===== src/rtl/mdu_pkg.sv =====
`default_nettype none
// ============================================================================
// Module : mdu_pkg
// Brief  : Shared encodings for the iterative multiply/divide unit.
// Rev    : 1.0  initial release
// ============================================================================
package mdu_pkg;

  // Default operand / HI / LO width
  localparam int DATA_W_DEF = 32;

  // Operation encodings carried on op_i
  localparam logic [1:0] MDU_MULT  = 2'b00;
  localparam logic [1:0] MDU_MULTU = 2'b01;
  localparam logic [1:0] MDU_DIV   = 2'b10;
  localparam logic [1:0] MDU_DIVU  = 2'b11;

  // Sequencer states
  typedef logic [1:0] mdu_state_t;
  localparam mdu_state_t ST_IDLE = 2'd0;
  localparam mdu_state_t ST_CALC = 2'd1;
  localparam mdu_state_t ST_SIGN = 2'd2;

  // Signed ops are the even encodings (MULT, DIV)
  function automatic logic op_is_signed(input logic [1:0] op);
    return ~op[0];
  endfunction

  // Divide ops have the upper encoding bit set
  function automatic logic op_is_div(input logic [1:0] op);
    return op[1];
  endfunction

endpackage
`default_nettype wire


===== src/rtl/mdu_cond_neg.sv =====
`default_nettype none
// ============================================================================
// Module : mdu_cond_neg
// Brief  : Conditional two's-complement negate, y = neg ? -a : a.
// Rev    : 1.0  initial release
// ============================================================================
module mdu_cond_neg #(
  parameter int WIDTH = 32
) (
  input  logic             neg_i,
  input  logic [WIDTH-1:0] a_i,
  output logic [WIDTH-1:0] y_i
);

  assign y_i = neg_i ? -a_i : a_i;

endmodule
`default_nettype wire


===== src/rtl/mult_div_unit.sv =====
`default_nettype none
// ============================================================================
// Module : mult_div_unit
// Brief  : Iterative shift-add multiplier / restoring divider with HI/LO.
//          Magnitudes are processed for DATA_W steps, then one sign-fix step
//          writes HI/LO and pulses done_o.
// Rev    : 1.0  initial release
// ============================================================================
module mult_div_unit
  import mdu_pkg::*;
#(
  parameter int DATA_W = DATA_W_DEF
) (
  input  logic              clk_i,
  input  logic              rst_i,
  input  logic              start_i,
  input  logic [1:0]        op_i,
  input  logic [DATA_W-1:0] rs_data_i,
  input  logic [DATA_W-1:0] rt_data_i,
  input  logic              hi_we_i,
  input  logic              lo_we_i,
  input  logic [DATA_W-1:0] wdata_i,
  output logic              busy_o,
  output logic              done_o,
  output logic [DATA_W-1:0] hi_o,
  output logic [DATA_W-1:0] lo_o
);

  localparam int               CNT_W  = $clog2(DATA_W) + 1;
  localparam logic [CNT_W-1:0] c_LAST = CNT_W'(DATA_W - 1);

  mdu_state_t          r_state;
  logic [CNT_W-1:0]    r_cnt;
  logic                r_is_div;
  logic                r_neg_q;
  logic                r_neg_r;
  logic [DATA_W-1:0]   r_b;
  // Multiply: {partial sum, multiplier}. Divide: {remainder, quotient}.
  logic [2*DATA_W-1:0] r_acc;
  logic [DATA_W-1:0]   r_hi;
  logic [DATA_W-1:0]   r_lo;
  logic                r_done;

  logic                w_signed;
  logic                w_neg_a;
  logic                w_neg_b;
  logic [DATA_W-1:0]   w_abs_a;
  logic [DATA_W-1:0]   w_abs_b;
  logic [DATA_W:0]     w_mul_sum;
  logic [2*DATA_W-1:0] w_mul_next;
  logic [DATA_W:0]     w_shift;
  logic [DATA_W:0]     w_diff;
  logic [2*DATA_W-1:0] w_div_next;
  logic [DATA_W-1:0]   w_quo_fix;
  logic [DATA_W-1:0]   w_rem_fix;
  logic [2*DATA_W-1:0] w_prod_fix;

  assign w_signed = op_is_signed(op_i);
  assign w_neg_a  = w_signed & rs_data_i[DATA_W-1];
  assign w_neg_b  = w_signed & rt_data_i[DATA_W-1];

  mdu_cond_neg #(.WIDTH(DATA_W)) u_abs_a (.neg_i(w_neg_a), .a_i(rs_data_i), .y_i(w_abs_a));
  mdu_cond_neg #(.WIDTH(DATA_W)) u_abs_b (.neg_i(w_neg_b), .a_i(rt_data_i), .y_i(w_abs_b));

  // Shift-add step: add multiplicand into the upper half when LSB is set, then shift right
  assign w_mul_sum  = {1'b0, r_acc[2*DATA_W-1:DATA_W]} + {1'b0, (r_acc[0] ? r_b : '0)};
  assign w_mul_next = {w_mul_sum, r_acc[DATA_W-1:1]};

  // Restoring step: shift next dividend bit into the remainder and trial-subtract.
  // A zero divisor always "fits", giving an all-ones quotient and remainder = dividend.
  assign w_shift    = {r_acc[2*DATA_W-1:DATA_W], r_acc[DATA_W-1]};
  assign w_diff     = w_shift - {1'b0, r_b};
  assign w_div_next = w_diff[DATA_W] ? {w_shift[DATA_W-1:0], r_acc[DATA_W-2:0], 1'b0}
                                     : {w_diff[DATA_W-1:0],  r_acc[DATA_W-2:0], 1'b1};

  mdu_cond_neg #(.WIDTH(DATA_W)) u_quo_fix (
    .neg_i(r_neg_q), .a_i(r_acc[DATA_W-1:0]), .y_i(w_quo_fix));
  mdu_cond_neg #(.WIDTH(DATA_W)) u_rem_fix (
    .neg_i(r_neg_r), .a_i(r_acc[2*DATA_W-1:DATA_W]), .y_i(w_rem_fix));
  mdu_cond_neg #(.WIDTH(2*DATA_W)) u_prod_fix (
    .neg_i(r_neg_q), .a_i(r_acc), .y_i(w_prod_fix));

  // Sequencer: IDLE -> CALC for DATA_W edges -> SIGN for one edge -> IDLE
  always_ff @(posedge clk_i or posedge rst_i) begin
    if (rst_i) begin
      r_state <= ST_IDLE;
      r_cnt   <= '0;
    end else begin
      case (r_state)
        ST_IDLE: begin
          if (start_i) begin
            r_state <= ST_CALC;
            r_cnt   <= '0;
          end
        end
        ST_CALC: begin
          if (r_cnt == c_LAST) r_state <= ST_SIGN;
          else                 r_cnt   <= r_cnt + CNT_W'(1);
        end
        ST_SIGN: r_state <= ST_IDLE;
        default: r_state <= ST_IDLE;
      endcase
    end
  end

  // Datapath: latch magnitudes and sign flags at start, iterate during CALC
  always_ff @(posedge clk_i or posedge rst_i) begin
    if (rst_i) begin
      r_is_div <= 1'b0;
      r_neg_q  <= 1'b0;
      r_neg_r  <= 1'b0;
      r_b      <= '0;
      r_acc    <= '0;
    end else if (r_state == ST_IDLE && start_i) begin
      r_is_div <= op_is_div(op_i);
      r_neg_q  <= w_neg_a ^ w_neg_b;
      r_neg_r  <= w_neg_a;
      r_b      <= w_abs_b;
      r_acc    <= {{DATA_W{1'b0}}, w_abs_a};
    end else if (r_state == ST_CALC) begin
      r_acc <= r_is_div ? w_div_next : w_mul_next;
    end
  end

  // HI/LO: MTHI/MTLO only while idle; the SIGN step commits the result
  always_ff @(posedge clk_i or posedge rst_i) begin
    if (rst_i) begin
      r_hi   <= '0;
      r_lo   <= '0;
      r_done <= 1'b0;
    end else begin
      r_done <= 1'b0;
      if (r_state == ST_IDLE) begin
        if (hi_we_i) r_hi <= wdata_i;
        if (lo_we_i) r_lo <= wdata_i;
      end else if (r_state == ST_SIGN) begin
        r_done <= 1'b1;
        if (r_is_div) begin
          r_lo <= w_quo_fix;
          r_hi <= w_rem_fix;
        end else begin
          {r_hi, r_lo} <= w_prod_fix;
        end
      end
    end
  end

  assign busy_o = (r_state != ST_IDLE);
  assign done_o = r_done;
  assign hi_o   = r_hi;
  assign lo_o   = r_lo;

endmodule
`default_nettype wire


===== config.mk =====
export PLATFORM = sky130hd
export DESIGN_NAME = mult_div_unit
export DESIGN_NICKNAME = d
export VERILOG_FILES = /design/src/rtl/mdu_pkg.sv /design/src/rtl/mdu_cond_neg.sv /design/src/rtl/mult_div_unit.sv
export SDC_FILE = /design/constraint.sdc
export NUM_CORES = 1
export LEC_CHECK = 0
export BUFFER_PORTS_ARGS = -buffer_cell sky130_fd_sc_hd__buf_2
export CORE_MARGIN = 2
export CORE_UTILIZATION = 50
export DETAILED_ROUTE_END_ITERATION = 10
export GPL_TIMING_DRIVEN = 0
export PLACE_DENSITY = 0.82
export SLEW_MARGIN = 5
export SYNTH_ARGS = -nofsm -noshare
export SYNTH_HDL_FRONTEND = slang
export SYNTH_SLANG_ARGS = --single-unit

===== constraint.sdc =====
create_clock -name clk_i -period 9.5 [get_ports clk_i]
set_clock_uncertainty 0.15 [all_clocks]
set_input_delay 1.425 -clock clk_i [delete_from_list [all_inputs] [get_ports clk_i]]
set_output_delay 1.425 -clock clk_i [all_outputs]
set_load 0.01 [all_outputs]

==> impl_metrics.csv, run 1 <==
group,metric,value,unit
run_status,outcome,"complete, no violations",
yosys,yosys_register_bits,172,
setup_path,startpoint_type,"register",
power,p_switching,3.50,mW
floorplanning,die_height,172,µm
final_layout,finish.utilization,57.8,%
clocking,ctsHoldBuffers,0,
floorplanning,start_util,50.7,%
power,switching_share,51.4,%
yosys,synthesis.nets,1942,
run,drv_cap,0,
timing,finalHoldViolCount,0,
global_routing,grt_pass1_wl,73.9,mm
floorplanning,core_area,27700,µm²
clocking,clkTransAtPathRegs,0.08,ns
floorplanning,num_rows,61,
final_layout,nFillCells,2596,
route,dr_wl_met2,20.9,mm
placed_design,dp_cells,2315,
timing,fin_crit,4.42,ns
setup_path,crit_type,"reg -> reg",
timing,worstMarginPinSlew,1.00,ns
yosys,synth-warning-count,0,
route,wl_per_cell,20.3,µm
floorplanning,die_w,172,µm
final_layout,layout_commonest_cell,"nand2_1",
global_routing,overflow,0,
clocking,post_cts_resized,0,
power,p_int,3.31,mW
timing,min_period_over_period,46.5,%
placed_design,hpwl,37.6,mm
yosys,synth_enable_flop_cells,0,
route,post-route-drc-count,0,
clocking,tritoncts,"yes",
floorplanning,die-area,29500,µm²
clocking,clk_latency,0.45,ns
final_layout,num-nets-final,2130,
yosys,async_flop_share,100,%
route,routed-via-count,14500,
final_layout,mostFrequentLayoutCells,"nand2_1 (211), o21ai_0 (193), buf_2 (174)",
global_routing,grt_pass1_vias,13500,
power,combPwrFrac,66.3,%
yosys,seq_area_frac_synth,30.6,%
power,p_total,6.81,mW
clocking,cts_made_buffers,17,
setup_path,arrival,4.60,ns
clocking,post_cts_buffers,0,
final_layout,finalNonFillerCells,2348,
power,ir_drop,0.000191,V
yosys,synth_cell_types,67,
setup_path,path_max_fanout,10,
route,drt-pass1-iter-count,6,
yosys,synth_top_area_share,30.6,%
clocking,htree_levels,4,
power,p_leak,7.18,nW
yosys,synth_area_leaders,"dfrtp_1 (31%), o21ai_0 (6.9%), ha_1 (6.1%)",
placed_design,place.gp.congestion,0.990,
route,dr.first_iter.drc_count,1413,
placed_design,port_buffers,168,
clocking,clock_sinks,172,
power,p_per_area,425,nW/µm²
yosys,synth_top_flop_cell,"dfrtp_1",
timing,fmax,0.226,GHz
timing,tns,0,ns
yosys,yosys.area.top_type,"dfrtp_1",
route,wl_met1,20.0,mm
global_routing,grt_max_degree,114,
final_layout,area_growth,14.0,%
setup_path,required,9.68,ns
clocking,cts_max_path_buffers,2,
timing,slew_violations,0,
floorplanning,io_pins,169,
timing,whs,0.324,ns
yosys,synth_area,14100,µm²
global_routing,antenna_found_initial,1,
setup_path,end_kind,"register",
timing,max_slew_margin,32.6,%
route,routed-wl-met3,4.71,mm
final_layout,drive_gt1_share,12.0,%
global_routing,gr-usage-all-layers,32.4,%
hold_path,hold_path.class,"reg -> reg",
clocking,cts-root-buf,"clkbuf_16",
route,totalWireLength,47.7,mm
yosys,synth_cells,1768,
timing,setup_viol,0,
power,clkPwrFrac,11.2,%
yosys,avgSynthCellArea,7.95,µm²
route,ant_nets,0,
route,vias_per_cell,6.19,
power,p_seq_share,22.5,%
timing,rsz0062_at_grt,"false",
route,topRoutingLayerUsed,"met5",
[metrics by stage]
| stage | cell area, µm² | setup slack [ns] |
|---|---|---|
| 2_1_floorplan | 14100 | 3.26 |
| 3_3_place_gp | 15400 | 1.27 |
| 3_5_place_dp | 15400 | 4.96 |
| 4_1_cts | 16000 | 5.17 |
| 5_1_grt | 16000 | 4.84 |
| 6_report | 16000 | 5.08 |
[path summary, 6_finish.rpt]
path	endpoint	slack [ns]	cells after the start	from
hold reg to reg	lo_o[18]	0.32	1	lo_o[18]
hold / removal	lo_o[18]	0.32	1	lo_o[18]
setup / recovery	r_acc[62]	5.08	13	r_acc[0]
max in group asynchronous	r_acc[52]	7.44	3	rst_i
setup reg to reg	r_acc[62]	5.08	13	r_acc[0]
min in group asynchronous	lo_o[29]	0.84	2	rst_i
[metal layers]
| metal | global-route usage, % | vias up |
|---|---|---|
| met5 | 0 | - |
| met4 | 14.1 | 2 |
| met3 | 5.15 | 130 |
| met2 | 51.1 | 836 |
| met1 | 43.9 | 6834 |
| li1 | - | 6729 |
[Yosys cell counts (9+ instances only)]
cell / instances
nor2b_1: 12
or4_1: 9
or3_1: 11
nor4_1: 20
o21ai_0: 193
nor3b_1: 10
nand2_1: 211
inv_1: 59
or2_2: 10
and3_1: 16
xor2_1: 93
o41ai_1: 16
ha_1: 69
a22oi_1: 11
a21o_1: 41
a31oi_1: 22
clkbuf_1: 90
o211ai_1: 44
nor3_1: 18
a211oi_1: 12
nand2b_1: 17
nor2_1: 155
a21oi_1: 150
mux2i_1: 58
o31ai_1: 40
xnor2_1: 78
nand3_1: 21
dfrtp_1: 172
[cells by family (layout without fill, tap and decap cells)]
logic type	after synthesis	count (layout)	share of synthesized area, %
compound gates	588	588	25.6
xor+xnor	171	171	10.7
fa+ha+maj	71	71	6.43
buf+inv	165	366	4.46
flops	172	172	30.6
mux	66	66	4.77
other cells	0	1	0
simple gates	535	535	17.4
[worst max-delay path, stage by stage, from the launching register on]
cell and delay (ns):
dfrtp_1 0.50, inv_1 0.20, clkbuf_1 0.44, nor2_1 0.13, ha_1 0.38, o211ai_1 0.10, o21ai_0 0.48, o211ai_1 0.24
a31oi_1 0.55, a31oi_1 0.24, o21ai_0 0.30, o41ai_1 0.13, xnor2_1 0.14, a221o_1 0.30
[state kept, by name, indices dropped and copies added (netlist names)]
register	count
r_acc	64
hi_o	32
lo_o	32
r_b	32
r_cnt	6
r_state	2
done_o	1
r_is_div	1
r_neg_q	1
r_neg_r	1
[power groups by stage]
stage	Sequential [mW]	Combinational, mW	Clock (mW)
floorplan	1.45	3.19	0
global placement	1.51	4.29	0
detailed placement	1.52	4.38	0
CTS	1.51	4.42	0.761
global route	1.57	4.95	0.787
finish	1.53	4.51	0.762
[cell type report]
cell class | count | area [µm²] | share of cell area, %
clock inverters | 14 | 183 | 1.14
flip-flops and latches | 172 | 4300 | 26.9
diodes | 1 | 2.50 | 0.0156
multi-input cells | 1431 | 9130 | 57.0
well taps | 378 | 473 | 2.95
plain buffers | 104 | 398 | 2.48
repair buffers | 169 | 868 | 5.42
clock buffers | 18 | 429 | 2.68
inverters | 61 | 236 | 1.48
(Power assumes the default switching activity.)
==> run 2, diff against run 1 <==
Clock period 9.5 ns to 4.33 ns, I/O delays scaled along.
==> run 2 against run 1 <==
Die area unchanged. Utilization grew 0.15 points. Non-clock buffer count is 3 higher. Register-to-register slack got worse by 4.9 ns. Worst setup slack lost 4.9 ns. Final area is 0.27% higher. Highest routed layer is now met4.
==> impl_metrics.csv, run 2 (synthesized netlist as in run 1, its figures left out) <==
group,metric,value,unit
run_status,outcome,"complete, no violations",
placed_design,hpwl,37.1,mm
timing,fmax,0.241,GHz
floorplanning,die-area,29500,µm²
timing,whs,0.162,ns
floorplanning,core_area,27700,µm²
clocking,clock_sinks,172,
setup_path,end_kind,"register",
floorplanning,die_height,172,µm
final_layout,layout_commonest_cell,"nand2_1",
setup_path,rrSetupSlack,0.18,ns
final_layout,num-nets-final,2133,
hold_path,hold_path.class,"in -> async",
setup_path,crit_end,"hi_o[10]",
floorplanning,die_w,172,µm
route,totalWireLength,46.8,mm
timing,fin_crit,4.15,ns
timing,slew_violations,0,
route,ant_nets,0,
clocking,cts-root-buf,"clkbuf_16",
setup_path,cp.buffers_inverters,2,
floorplanning,start_util,50.7,%
placed_design,detailed_place.area,15500,µm²
clocking,clkTransAtPathRegs,0.07,ns
clocking,cts_made_buffers,17,
clocking,post_cts_buffers,0,
global_routing,gr-usage-all-layers,31.5,%
timing,setup_viol,0,
setup_path,cp-startpoint,"r_acc[0]",
final_layout,finish.utilization,58.0,%
global_routing,grt_pass1_vias,13400,
setup_path,critical_path_depth,11,
setup_path,arrival,4.34,ns
placed_design,place.gp.congestion,0.982,
clocking,clk_latency,0.44,ns
setup_path,r2r_end,"hi_o[10]",
final_layout,nFillCells,2542,
setup_path,rr_worst_depth,11,
route,routed-via-count,14500,
route,drt-pass1-iter-count,5,
route,dr.first_iter.drc_count,1425,
global_routing,antenna_found_initial,0,
route,wl_per_cell,19.9,µm
final_layout,mostFrequentLayoutCells,"nand2_1 (211), o21ai_0 (192), buf_2 (172), dfrtp_1 (172), nor2_1 (155)",
global_routing,grt_max_degree,41,
power,p_leak,7.19,nW
setup_path,cpPeakStageDelay,0.68,ns
run,drv_cap,0,
timing,worstMarginPinSlew,1.05,ns
floorplanning,num_rows,61,
route,post-route-drc-count,0,
setup_path,required,4.52,ns
power,p_per_area,926,nW/µm²
clocking,htree_levels,4,
final_layout,largest_reg_flops,64,
global_routing,grt_pass1_wl,72.0,mm
power,ir_drop,0.000385,V
timing,min_period_over_period,95.9,%
setup_path,crit_path_top_delay_cell,"or4b_4",
final_layout,num_antenna_cells,0,
setup_path,path_cells,"inv_1 -> clkbuf_1 -> ha_1 -> nor3b_1 -> nand4_1 -> or4b_4 -> nand2_1 -> a31oi_1 -> xor2_1 -> nor2_1 -> o31ai_1",
setup_path,critical-path-top-delay-family,"simple AND/OR/NAND/NOR gates",
setup_path,rr_startpoint,"r_acc[0]",
final_layout,area_growth,14.3,%
floorplanning,io_pins,169,
global_routing,overflow,0,
timing,fin_ws,0.177,ns
timing,tns,0,ns
final_layout,drive_gt1_share,12.3,%
setup_path,path_max_fanout,10,
setup_path,crit_type,"reg -> reg",
timing,finalHoldViolCount,0,
final_layout,largest-register,"r_acc",
route,vias_per_cell,6.16,
timing,max_slew_margin,29.4,%
placed_design,port_buffers,168,
placed_design,pre_cts_ws,-0.00520,ns
clocking,tritoncts,"yes",
setup_path,startpoint_type,"register",
clocking,cts_max_path_buffers,2,
final_layout,final_cell_area,16100,µm²
==> run 2: power by group <==
part / switching (mW) / total [mW] / internal [mW]
combinational: 5.96 / 9.89 / 3.92
clock: 0.722 / 1.60 / 0.879
sequential: 0.949 / 3.38 / 2.43
==> run 2: what timing repair did <==
| item | in CTS | in global routing |
|---|---|---|
| gates resized for setup | 1 | 7 |
| endpoints found under the setup margin | 1 | 13 |
| hold buffers | 0 | 0 |
==> run 2: area by class of cell <==
type	instances	area [µm²]	area share, %
plain buffers	104	405	2.52
clock buffers	18	439	2.73
clock inverters	13	158	0.981
inverters	61	233	1.45
multi-input cells	1431	9130	56.8
flip-flops and latches	172	4300	26.8
well taps	378	473	2.94
repair buffers	172	921	5.73
==> run 2: stage by stage <==
step | instances | power (mW)
4_1_cts | 2349 | 14.6
5_1_grt | 2349 | 15.9
3_3_place_gp | 2314 | 12.7
6_report | 2349 | 14.9
3_5_place_dp | 2318 | 12.9
2_1_floorplan | 1768 | 10.2
==> run 2: worst min-delay path by stage <==
stage	endpoint	cells past startpoint	slack [ns]
2_1_floorplan	r_b[10]	2	0.30
3_3_place_gp	lo_o[7]	2	0.31
3_5_place_dp	hi_o[21]	2	0.31
4_1_cts	hi_o[0]	2	0.18
5_1_grt	hi_o[0]	2	0.21
6_report	lo_o[22]	2	0.16
==> run 2: routing by layer <==
layer / share of wire (%) / wire, µm / global-route usage, % / up-vias
met3: 9.7 / 4550 / 5.04 / 114
met5: 0 / 0 / 0 / -
met1: 42 / 19700 / 42.2 / 6789
met2: 44 / 20400 / 49.8 / 821
met4: 4.4 / 2070 / 14.5 / 0
li1: - / - / - / 6737
==> run 3, diff against run 2 <==
Clock period 4.33 ns to 4.7 ns, I/O delays scaled along.
==> run 3 against run 2 <==
Register-to-register slack gained 0.04 ns. Utilization is essentially flat. Final area about the same. Maximum frequency fell by 7.3%. Global-route usage is the same. Clock-buffer cell count unchanged. Die area did not move. First-iteration DRC count up 4.1%. Sequential power shrank 8.0%. Cell count unchanged. Power down 7.9%. Critical path depth grew 2.
==> impl_metrics.csv, run 3 (synthesized netlist as in run 1, its figures left out) <==
group,metric,value,unit
placed_design,port_buffers,168,
setup_path,path_cells,"inv_1 -> clkbuf_1 -> nor2_1 -> ha_1 -> o211ai_1 -> o21ai_0 -> o211ai_1 -> a31oi_1 -> a31oi_1 -> o21ai_0 -> o41ai_1 -> xnor2_1 -> a221o_1",
global_routing,use_met3,5.04,%
route,routed-via-count,14400,
final_layout,layout_commonest_cell,"nand2_1",
final_layout,final_cell_area,16100,µm²
route,post-route-drc-count,0,
clocking,post_cts_buffers,0,
route,dr.first_iter.drc_count,1484,
power,p_seq_share,22.7,%
timing,min_period_over_period,95.3,%
final_layout,num-nets-final,2133,
placed_design,hpwl,37.1,mm
final_layout,largest-register,"r_acc",
timing,finalHoldViolCount,0,
route,drt-pass1-iter-count,6,
global_routing,grt_pass1_wl,72.0,mm
floorplanning,die_w,172,µm
clocking,clkTransAtPathRegs,0.07,ns
route,totalWireLength,46.7,mm
final_layout,largest_reg_flops,64,
power,switching_share,51.4,%
timing,tns,0,ns
timing,worstMarginPinSlew,0.997,ns
final_layout,mostFrequentLayoutCells,"nand2_1 (211), o21ai_0 (193), buf_2 (174)",
final_layout,drive_gt1_share,12.1,%
power,p_total,13.7,mW
floorplanning,die-area,29500,µm²
power,p_int,6.65,mW
power,p_leak,7.19,nW
clocking,cts_max_path_buffers,2,
setup_path,cp.buffers_inverters,2,
final_layout,finish.utilization,57.9,%
global_routing,grt_util_met2,49.8,%
run,drv_cap,0,
clocking,clock_sinks,172,
floorplanning,die_height,172,µm
floorplanning,start_util,50.7,%
setup_path,startpoint_type,"register",
setup_path,crit_path_top_delay_cell,"o21ai_0",
global_routing,antenna_found_initial,0,
setup_path,crit_type,"reg -> reg",
global_routing,busiest_layer,"met2",
power,clkPwrFrac,10.8,%
timing,slew_violations,0,
clocking,tritoncts,"yes",
global_routing,gr-usage-all-layers,31.5,%
final_layout,area_growth,14.2,%
placed_design,detailed_place.area,15500,µm²
placed_design,place.gp.congestion,0.982,
clocking,cts_made_buffers,17,
setup_path,path_max_fanout,10,
timing,max_slew_margin,32.9,%
floorplanning,io_pins,169,
timing,fmax,0.223,GHz
power,p_per_area,853,nW/µm²
clocking,ctsHoldBuffers,0,
clocking,htree_levels,4,
setup_path,arrival,4.65,ns
route,ant_nets,0,
floorplanning,num_rows,61,
placed_design,dp_cells,2318,
final_layout,final-seq-area,4300,µm²
final_layout,num_antenna_cells,0,
final_layout,multi_input_area,9130,µm²
setup_path,cpPeakStageDelay,0.55,ns
route,vias_per_cell,6.14,
power,p_switching,7.04,mW
setup_path,critical-path-top-delay-family,"compound AO/OA/AOI/OAI gates",
global_routing,grt_pass1_vias,13400,
global_routing,overflow,0,
timing,setup_viol,0,
setup_path,required,4.87,ns
hold_path,hold_path.class,"in -> async",
floorplanning,core_area,27700,µm²
final_layout,nFillCells,2543,
route,wl_per_cell,19.9,µm
power,combPwrFrac,66.5,%
setup_path,end_kind,"register",
power,ir_drop,0.000371,V
global_routing,grt_max_degree,41,
clocking,clk_latency,0.44,ns
final_layout,finalNonFillerCells,2349,
timing,fin_crit,4.48,ns
timing,rsz0062_at_grt,"false",
global_routing,met1_usage,42.2,%
run_status,outcome,"complete, no violations",
clocking,post_cts_resized,0,
clocking,cts-root-buf,"clkbuf_16",
[run 3: per-stage QoR]
step / setup WS [ns] / hold WS, ns
CTS: 0.353 / 0.231
finish: 0.222 / 0.219
global route: 0.121 / 0.266
floorplan: 1.40 / 0.300
detailed placement: 0.365 / 0.312
global placement: 0.532 / 0.306
[run 3: final cells by class]
| class | instances | area share, % |
|---|---|---|
| clock inverters | 13 | 0.982 |
| multi-input cells | 1431 | 56.9 |
| repair buffers | 172 | 5.74 |
| well taps | 378 | 2.95 |
| plain buffers | 104 | 2.48 |
| clock buffers | 18 | 2.74 |
| flip-flops and latches | 172 | 26.8 |
| inverters | 61 | 1.45 |
[run 3: worst paths after layout]
check,startpoint,slack (ns),to,depth (start not counted)
worst min-delay path,rst_i,0.22,hi_o[0],2
max in group asynchronous,rst_i,3.31,r_b[20],4
min in group clk_i,hi_o[21],0.33,hi_o[21],2
worst max register to register,r_acc[0],0.22,r_acc[62],13
worst min register to register,hi_o[21],0.33,hi_o[21],2
worst max-delay path,r_acc[0],0.22,r_acc[62],13
[run 3: power by group through the flow]
| stage | combinational [mW] | sequential [mW] | clock, mW |
|---|---|---|---|
| global placement | 8.64 | 3.05 | 0 |
| CTS | 8.89 | 3.06 | 1.48 |
| floorplan | 6.45 | 2.93 | 0 |
| finish | 9.10 | 3.11 | 1.48 |
| detailed placement | 8.82 | 3.08 | 0 |
| global route | 9.95 | 3.18 | 1.54 |
[run 3: routing by layer]
layer,wire length [µm],up-vias
met3,4380,119
met2,20300,796
met4,2100,0
met5,0,-
li1,-,6737
met1,19900,6779
